--- src/rtl/display_pkg.sv ---
// Shared types and helpers for the serial display front end.
package display_pkg;

  typedef enum logic [1:0] {IDLE, CONVERT, SHIFT, LATCH} state_t;

  // Digit shown in every position when the value is invalid or too large
  localparam logic [3:0] ERR_DIGIT = 4'hE;

  // 10**n, used as the overflow bound for an n-digit display
  function automatic logic [63:0] pow10(input int n);
    logic [63:0] p;
    p = 64'd1;
    for (int i = 0; i < n; i++) p = p * 64'd10;
    return p;
  endfunction

endpackage

--- src/rtl/bin2bcd_seq.sv ---
// Sequential double-dabble: one shift-add-3 step per clk, BIN_W steps per conversion.
module bin2bcd_seq
  import display_pkg::*;
#(
  parameter int BIN_W    = 14,
  parameter int N_DIGITS = 4
) (
  input  logic                  clk,
  input  logic                  rst_n,
  input  logic                  start,
  input  logic [BIN_W-1:0]      bin,
  output logic                  done,
  output logic [4*N_DIGITS-1:0] bcd,
  output logic                  ovf
);

  localparam int BCD_W = 4 * N_DIGITS;
  localparam int SR_W  = BCD_W + BIN_W;
  localparam int CNT_W = $clog2(BIN_W + 1);

  logic [SR_W-1:0]  sr_q, adj;
  logic [CNT_W-1:0] cnt_q;
  logic             done_q, ovf_q;

  // Add 3 to every BCD digit that is 5 or more before the next shift
  always_comb begin
    adj = sr_q;
    for (int i = 0; i < N_DIGITS; i++)
      if (adj[BIN_W+4*i +: 4] > 4'd4)
        adj[BIN_W+4*i +: 4] = adj[BIN_W+4*i +: 4] + 4'd3;
  end

  // Conversion register; a bit shifted out of the top digit means overflow
  always_ff @(posedge clk or negedge rst_n) begin
    if (!rst_n) begin
      sr_q   <= '0;
      cnt_q  <= '0;
      done_q <= 1'b0;
      ovf_q  <= 1'b0;
    end else if (start) begin
      sr_q   <= {{BCD_W{1'b0}}, bin};
      cnt_q  <= CNT_W'(BIN_W);
      done_q <= 1'b0;
      ovf_q  <= (64'(bin) >= pow10(N_DIGITS));
    end else if (cnt_q != '0) begin
      sr_q  <= {adj[SR_W-2:0], 1'b0};
      ovf_q <= ovf_q | adj[SR_W-1];
      cnt_q <= cnt_q - 1'b1;
      if (cnt_q == CNT_W'(1)) done_q <= 1'b1;
    end
  end

  assign bcd  = sr_q[SR_W-1 -: BCD_W];
  assign done = done_q;
  assign ovf  = ovf_q;

endmodule

--- src/rtl/serial_display_ctrl.sv ---
// Display front end: capture, BCD convert, 3-wire serial shift-out, digit latch strobe.
module serial_display_ctrl
  import display_pkg::*;
#(
  parameter int BIN_W     = 14,
  parameter int N_DIGITS  = 4,
  parameter int CLK_DIV   = 256,
  parameter int REFRESH   = 0,
  parameter int MSB_FIRST = 1
) (
  input  logic             clk,
  input  logic             rst_n,
  input  logic [BIN_W-1:0] num,
  input  logic             error,
  input  logic             update,
  output logic             sclk,
  output logic             data_enable,
  output logic             sdo,
  output logic             dclk,
  output logic             busy,
  output logic             overflow
);

  localparam int FRAME_W = 4 * N_DIGITS;
  localparam int BIT_W   = $clog2(FRAME_W);
  localparam int DIV_W   = (CLK_DIV > 1) ? $clog2(CLK_DIV) : 1;

  state_t             state_q, state_d;
  logic [DIV_W-1:0]   div_q;
  logic               tick, ref_hit, trig, start;
  logic               pend_q, err_q, sclk_q, de_q, dclk_q, lat_q, ovf_q;
  logic [FRAME_W-1:0] sr_q, frame_d, load_d;
  logic [BIT_W-1:0]   bit_q;
  logic               cv_done, cv_ovf;
  logic [FRAME_W-1:0] cv_bcd;

  assign tick = (div_q == DIV_W'(CLK_DIV - 1));

  // Free-running clock divider; all frame timing advances on its terminal count
  always_ff @(posedge clk or negedge rst_n) begin
    if (!rst_n) div_q <= '0;
    else        div_q <= tick ? '0 : div_q + 1'b1;
  end

  if (REFRESH > 0) begin : g_ref
    localparam int REF_W = (REFRESH > 1) ? $clog2(REFRESH) : 1;
    logic [REF_W-1:0] ref_q;
    assign ref_hit = (ref_q == REF_W'(REFRESH - 1));
    // Periodic refresh timer
    always_ff @(posedge clk or negedge rst_n) begin
      if (!rst_n) ref_q <= '0;
      else        ref_q <= ref_hit ? '0 : ref_q + 1'b1;
    end
  end else begin : g_noref
    assign ref_hit = 1'b0;
  end

  // Same-cycle update and refresh collapse into a single trigger
  assign trig = update | ref_hit;

  bin2bcd_seq #(.BIN_W(BIN_W), .N_DIGITS(N_DIGITS)) u_conv (
    .clk  (clk),
    .rst_n(rst_n),
    .start(start),
    .bin  (num),
    .done (cv_done),
    .bcd  (cv_bcd),
    .ovf  (cv_ovf)
  );

  // Frame payload in transmit order: the shifter always sends its MSB first
  always_comb begin
    frame_d = (err_q | cv_ovf) ? {N_DIGITS{ERR_DIGIT}} : cv_bcd;
    load_d  = frame_d;
    if (MSB_FIRST == 0)
      for (int i = 0; i < FRAME_W; i++) load_d[i] = frame_d[FRAME_W-1-i];
  end

  // State register
  always_ff @(posedge clk or negedge rst_n) begin
    if (!rst_n) state_q <= IDLE;
    else        state_q <= state_d;
  end

  // Next-state logic and converter start
  always_comb begin
    state_d = state_q;
    start   = 1'b0;
    case (state_q)
      IDLE:    if (trig || pend_q) begin
                 state_d = CONVERT;
                 start   = 1'b1;
               end
      CONVERT: if (cv_done && tick) state_d = SHIFT;
      SHIFT:   if (tick && sclk_q && bit_q == BIT_W'(FRAME_W - 1)) state_d = LATCH;
      LATCH:   if (tick && lat_q) state_d = IDLE;
      default: state_d = IDLE;
    endcase
  end

  // Pending request, serial shifter, latch strobe and overflow flag
  always_ff @(posedge clk or negedge rst_n) begin
    if (!rst_n) begin
      pend_q <= 1'b0;
      err_q  <= 1'b0;
      sr_q   <= '0;
      bit_q  <= '0;
      sclk_q <= 1'b0;
      de_q   <= 1'b0;
      dclk_q <= 1'b0;
      lat_q  <= 1'b0;
      ovf_q  <= 1'b0;
    end else begin
      if (state_q != IDLE) begin
        if (trig) pend_q <= 1'b1;
      end else begin
        pend_q <= 1'b0;
      end
      if (start) err_q <= error;
      case (state_q)
        CONVERT: if (state_d == SHIFT) begin
                   sr_q   <= load_d;
                   bit_q  <= '0;
                   sclk_q <= 1'b0;
                   de_q   <= 1'b1;
                   ovf_q  <= cv_ovf;
                 end
        SHIFT:   if (tick) begin
                   if (!sclk_q) begin
                     sclk_q <= 1'b1;
                   end else begin
                     sclk_q <= 1'b0;
                     if (state_d == LATCH) begin
                       de_q   <= 1'b0;
                       dclk_q <= 1'b1;
                       lat_q  <= 1'b0;
                     end else begin
                       sr_q  <= {sr_q[FRAME_W-2:0], 1'b0};
                       bit_q <= bit_q + 1'b1;
                     end
                   end
                 end
        LATCH:   if (tick) begin
                   lat_q <= 1'b1;
                   if (lat_q) dclk_q <= 1'b0;
                 end
        default: ;
      endcase
    end
  end

  assign sclk        = sclk_q;
  assign data_enable = de_q;
  assign sdo         = de_q & sr_q[FRAME_W-1];
  assign dclk        = dclk_q;
  assign busy        = (state_q != IDLE);
  assign overflow    = ovf_q;

endmodule

--- config.mk ---
export PLATFORM = sky130hd
export DESIGN_NAME = serial_display_ctrl
export DESIGN_NICKNAME = d
export VERILOG_FILES = /design/src/rtl/display_pkg.sv /design/src/rtl/bin2bcd_seq.sv /design/src/rtl/serial_display_ctrl.sv
export SDC_FILE = /design/constraint.sdc
export NUM_CORES = 1
export LEC_CHECK = 0
export ABC_CLOCK_PERIOD_IN_PS = 2200
export CAP_MARGIN = 20
export CORE_AREA = 2 2 73 103
export DETAILED_ROUTE_END_ITERATION = 10
export DIE_AREA = 0 0 75 105
export GPL_TIMING_DRIVEN = 1
export HOLD_SLACK_MARGIN = 0.02
export PLACE_DENSITY = 0.74
export SLEW_MARGIN = 25
export SYNTH_ARGS = -nofsm -noshare
export SYNTH_HDL_FRONTEND = slang
export SYNTH_HIERARCHICAL = 1
export SYNTH_SLANG_ARGS = --single-unit
--- constraint.sdc ---
create_clock -name clk -period 2.2 [get_ports clk]
set_input_delay 0.66 -clock clk [delete_from_list [all_inputs] [get_ports clk]]
set_output_delay 0.66 -clock clk [all_outputs]
set_load 0.05 [all_outputs]
# Yosys cells after proc, flatten, opt, wreduce, memory -nomap -nowiden
# Index checks and enable logic that the tools add are counted.
[op_classes] magnitude_cmp=5 n_bitwise=3 reduce_logical=19 eq_ne=16 muxes=51 add_sub_neg=7
[op_table] operator="16-bit two-way mux" count=5
[op_table] operator="30-bit two-way mux" count=2
[op_table] operator="4-bit two-way mux" count=10
[op_table] operator="16-bit one-hot mux with 2 select lines" count=1
[op_table] operator="1-bit two-way mux" count=22
[op_table] operator="4-bit by 2-bit adder with 4-bit output (second input constant)" count=4
[op_table] operator="4-bit by 3-bit greater-than comparator with 1-bit output (second input constant)" count=4
[op_table] operator="2-bit inequality test (second input constant)" count=8
[op_table] operator="5-bit AND reduction" count=3
[op_table] operator="14-bit >= comparator (second input constant)" count=1
[op_table] operator="2-bit nonzero test" count=5
[op_table] operator="8-bit by 1-bit adder with 8-bit output (second input constant)" count=1
[op_table] operator="2-bit == test (second input constant)" count=4
[op_table] operator="8-bit == test (second input constant)" count=1
[op_table] operator="2-bit two-way mux" count=4
[op_table] operator="8-bit two-way mux" count=1
[op_table] operator="1-bit one-hot mux with 2 select lines" count=4
[op_table] operator="2-bit one-hot mux with 4 select lines" count=1
[op_table] operator="4-bit one-hot mux with 2 select lines" count=1
[op_table] operator="6-bit AND reduction" count=1
[op_table] operator="4-bit by 1-bit adder with 4-bit output (second input constant)" count=1
[op_table] operator="4-bit by 1-bit == test with 1-bit output (second input constant)" count=1
[op_table] operator="4-bit == test (second input constant)" count=1
[op_table] operator="1-bit logical AND" count=4
[op_table] operator="9 further kinds" count=11
[totals] out_inout_bits=6 reg_bits=73 inputBits=18

# Depth between registers and ports, before layout
[logic_depth] depth_word=10 depth_mapped=9 mapped_depth_nobuf=6

# Cells and area by module
# The synthesis kept the hierarchy.
[modules_own_cells] module="bin2bcd_seq" area_per_inst_um2=1934.4 cells_per_inst=200 seq_area_each_um2=900.9 instances=1
[modules_own_cells] module="serial_display_ctrl" area_per_inst_um2=1828.0 cells_per_inst=162 seq_area_each_um2=925.9 instances=1

# Worst setup path before layout
# Ideal clock, no wire load.
[synth_path] kind="flip-flop to flip-flop" start="register state_q[0]" end="register u_conv.ovf_q (netlist: u_conv/ovf)" n_path_buf=3 arrival_ps=1734 stages_incl_launch_ff=10 slack_ps=332 setup_time_ps=133 t_required_ps=2067 path_cell_list="dfrtp_1 buf_4 nor2_1 inv_1 nor2_1 clkbuf_8 clkbuf_1 o211ai_1 o31ai_1 nor2_1"
[synth_via] elab_chain_cells=3
[synth_lines] element="start, declared" line_no="serial_display_ctrl.sv:28" rtl="state_t state_q, state_d;"
[synth_lines] element="start signal, assigned" line_no="serial_display_ctrl.sv:82" rtl="else state_q <= state_d;"
[synth_lines] element="2-bit logical NOT *" line_no="serial_display_ctrl.sv:89" rtl="case (state_q)"
[synth_lines] element="1-bit two-way mux *" line_no="serial_display_ctrl.sv:89"
[synth_lines] element="net start" line_no="serial_display_ctrl.sv:30" rtl="logic tick, ref_hit, trig, start;"
[synth_lines] element="1-bit two-way mux or 2-bit nonzero test (tied branches)"
[synth_lines] element="end signal, assigned" line_no="bin2bcd_seq.sv:44" rtl="ovf_q <= (64'(bin) >= pow10(N_DIGITS));"
[synth_lines] element="end signal, assigned" line_no="bin2bcd_seq.sv:47" rtl="ovf_q <= ovf_q | adj[SR_W-1];"
[synth_lines] element="end, declared" line_no="bin2bcd_seq.sv:23" rtl="logic done_q, ovf_q;"
# Mark *: on every way through the listed nets, which the timed path passes. The rest lies on a longest branch.
# A chain may end at the register's enable or synchronous reset.

# Worst setup path after layout
[layout_path] start="register state_q[1]" end="output busy"
[layout_via] elab_chain_cells=1
[layout_lines] element="2-bit nonzero test" line_no="serial_display_ctrl.sv:156" rtl="assign busy = (state_q != IDLE);"
[layout_lines] element="end, declared" line_no="serial_display_ctrl.sv:20" rtl="output logic busy,"
# Every way passes these cells.

==> summary.txt <==
Detailed routing
  – Via-per-instance ratio: 5.72
  – Initial DRC Count: 303
  – Via count: 2790
  – Final WL: 7270 µm
  – DR WL/cell: 14.9 µm
  – Antenna viol nets, final: 0
  – DR DRC count: 0
  – First-pass DRT Iterations: 6

Clock network
  – CTS Hold Bufs: 0
  – PostCTS Resize Cnt: 3
  – Max Root-Sink Buffers: 2
  – Clk_lat worst skew: 0.35 ns
  – CTS root buf: clkbuf_8
  – # clock sinks: 73
  – H-tree Lvls: 3
  – CTS tree: yes
  – Post-CTS Setup Bufs: 0
  – Clk pin slew, worst setup/hold paths: 0.07 ns
  – Num CTS Buffers: 9

Floorplanning
  – Io pins: 24
  – Core ar.: 6890 µm²
  – Site Rows: 36
  – Die Width: 75 µm
  – Die ar.: 7880 µm²
  – Starting density of the core: 0.546
  – Die Span Y: 105 µm

Place
  – Number of port buffers: 23
  – Placed insts: 474
  – GPL Wtd Cong: 0.822
  – Final HPWL DP: 5100 µm

Logic synthesis
  – Cells after Synth: 362
  – Synth cell types: 59
  – Asr flop ratio synth: 1.00
  – Syn_area_per_cell: 10.4 µm²
  – Yosys top cell by area: dfrtp_1
  – Dominant synthesized flop cell: dfrtp_1
  – Most common cell in the synthesized netlist: dfrtp_1
  – YS warnings: 6
  – Synth top area cells: dfrtp_1, mux2i_1, o21ai_0
  – Post-synth EDFFs: 0
  – Post-synth top area share: 0.486
  – Syn_nets: 389
  – Synth Cell Area: 3760 µm²
  – Post-synth top cells: dfrtp_1, nand2_1, o21ai_0
  – #FFs+latches synth: 73
  – Sequential-to-total area share from yosys stat: 0.486

Timing
  – Fin crit period: 2.03 ns
  – Worst Tran Pin Value: 0.551 ns
  – Total negative slack: 0 ns
  – RSZ-0062 raised after global routing: false
  – WHS: 0.292 ns
  – Setup violators final: 0
  – Rel. slew slack: 0.633
  – Max Slew Vio Count: 0
  – F_max: 492 MHz
  – Fin Clk Skew: 0.00881 ns
  – Final Hold Fails: 0
  – Final Cycle Share: 0.925

Setup path
  – Crit path required time: 1.54 ns
  – Startpoint type of the worst setup path: flop
  – Crit. End Element: output port
  – Setup Crit Path Kind: flop to output port
  – Critical Path AT: 1.37 ns
  – Crit-path max FO: 6

Global routing
  – GR Util All Layers: 0.209
  – Vias in the first global route: 2714
  – Initial antenna violation count: 0
  – GRT overflow: 0
  – Largest net degree at the start of global routing: 30
  – First-pass GRT wire length: 12700 µm

Power
  – Leak pwr: 2.02 nW
  – Max VDD drop: 0.448 mV
  – Power Density: 956 nW/µm²

Cells and area
  – Synth-to-layout area growth: 12.9%
  – Share of layout cells above drive strength 1: 0.132
  – Ant. Diodes: 0
  – Non-Filler Instances: 488
  – Post-layout nets: 417

Job
  – Max-cap violation count: 0

Min path
  – Hold Crit Class: input pin to async pin

Outcome
  – Status: finished clean
layout by cell type, fill, tap and decap left out, types with 9 or more instances in the layout:
cell,count
dfrtp_1,73
nand2_1,32
o21ai_0,31
inv_1,26
mux2i_1,25
nor2_1,18
clkdlybuf4s50_1,16
nand3_1,14
a21oi_1,14
o22ai_1,12
buf_4,12
clkbuf_8,10
ha_1,9
cell families after synthesis:
logic type                 Yosys count  share of synthesized area
AOI/OAI and AO/OA                   94                      0.161
muxes                               32                     0.0885
xor gates and xnor gates             7                     0.0163
DFF                                 73                      0.486
buffers and inverters               44                     0.0698
adders and majority gates            9                     0.0299
and+or+nand+nor                    103                      0.149
critical path: stages, from the launching register on:
cell and delay (ns):
dfrtp_1 0.43, buf_4 0.17, nor2_1 0.13, inv_1 0.12, buf_12 0.17
stage by stage:
step | utilization | setup WS, ns | cell area, µm² | power, mW
after global routing | 0.617 | 0.0642 | 4250 | 4.36
after detailed placement | 0.590 | 0.233 | 4070 | 3.04
after CTS | 0.617 | 0.169 | 4250 | 4.08
after floorplan | - | 0.332 | 3760 | 2.77
final | 0.617 | 0.165 | 4250 | 4.06
after global placement | 0.590 | 0.247 | 4070 | 3.00
path summary, 6_finish.rpt:
| kind | startpoint | endpoint | slack (ns) | cells after the start |
|---|---|---|---|---|
| max | state_q[1]$_DFF_PN0_ | busy | 0.17 | 4 |
| min | rst_n | u_conv/cnt_q[2]$_DFFE_PN0P_ | 0.29 | 1 |
| max reg2reg | u_conv/cnt_q[0]$_DFFE_PN0P_ | u_conv/sr_q[26]$_DFFE_PN0P_ | 0.28 | 6 |
| min reg2reg | div_q[0]$_DFF_PN0_ | div_q[0]$_DFF_PN0_ | 0.48 | 1 |
| max in group asynchronous | rst_n | u_conv/sr_q[11]$_DFFE_PN0P_ | 1.37 | 2 |
| min in group clk | div_q[0]$_DFF_PN0_ | div_q[0]$_DFF_PN0_ | 0.48 | 1 |
routing by layer:
| layer | vias to the layer above | GRT usage | part of all wire |
|---|---|---|---|
| met5 | - | 0 | 0 |
| met4 | 0 | 0.0918 | 0.023 |
| met3 | 14 | 0.0357 | 0.031 |
| met2 | 63 | 0.340 | 0.52 |
| met1 | 1359 | 0.265 | 0.43 |
| li1 | 1354 | - | - |
state kept, by name (all words and copies together) (netlist names), 2 cells and up:
name	count
u_conv/sr_q	30
sr_q	16
div_q	8
bit_q	4
u_conv/cnt_q	4
state_q	2
cell type report:
type	instances	area [µm²]
clock inverters	3	42.5
multi-input cells	245	1680
flip-flops and latches	73	1830
well taps	95	119
fillers	561	2640
inverters	26	97.6
repair buffers	35	342
clock buffers	11	141
where the power goes:
part | total, mW | leakage, nW | internal (mW) | switching (mW)
sequential | 1.80 | 0.948 | 1.54 | 0.267
combinational | 1.24 | 0.981 | 0.590 | 0.649
clock | 1.02 | 0.0913 | 0.541 | 0.481
(Power assumes the default switching activity.)
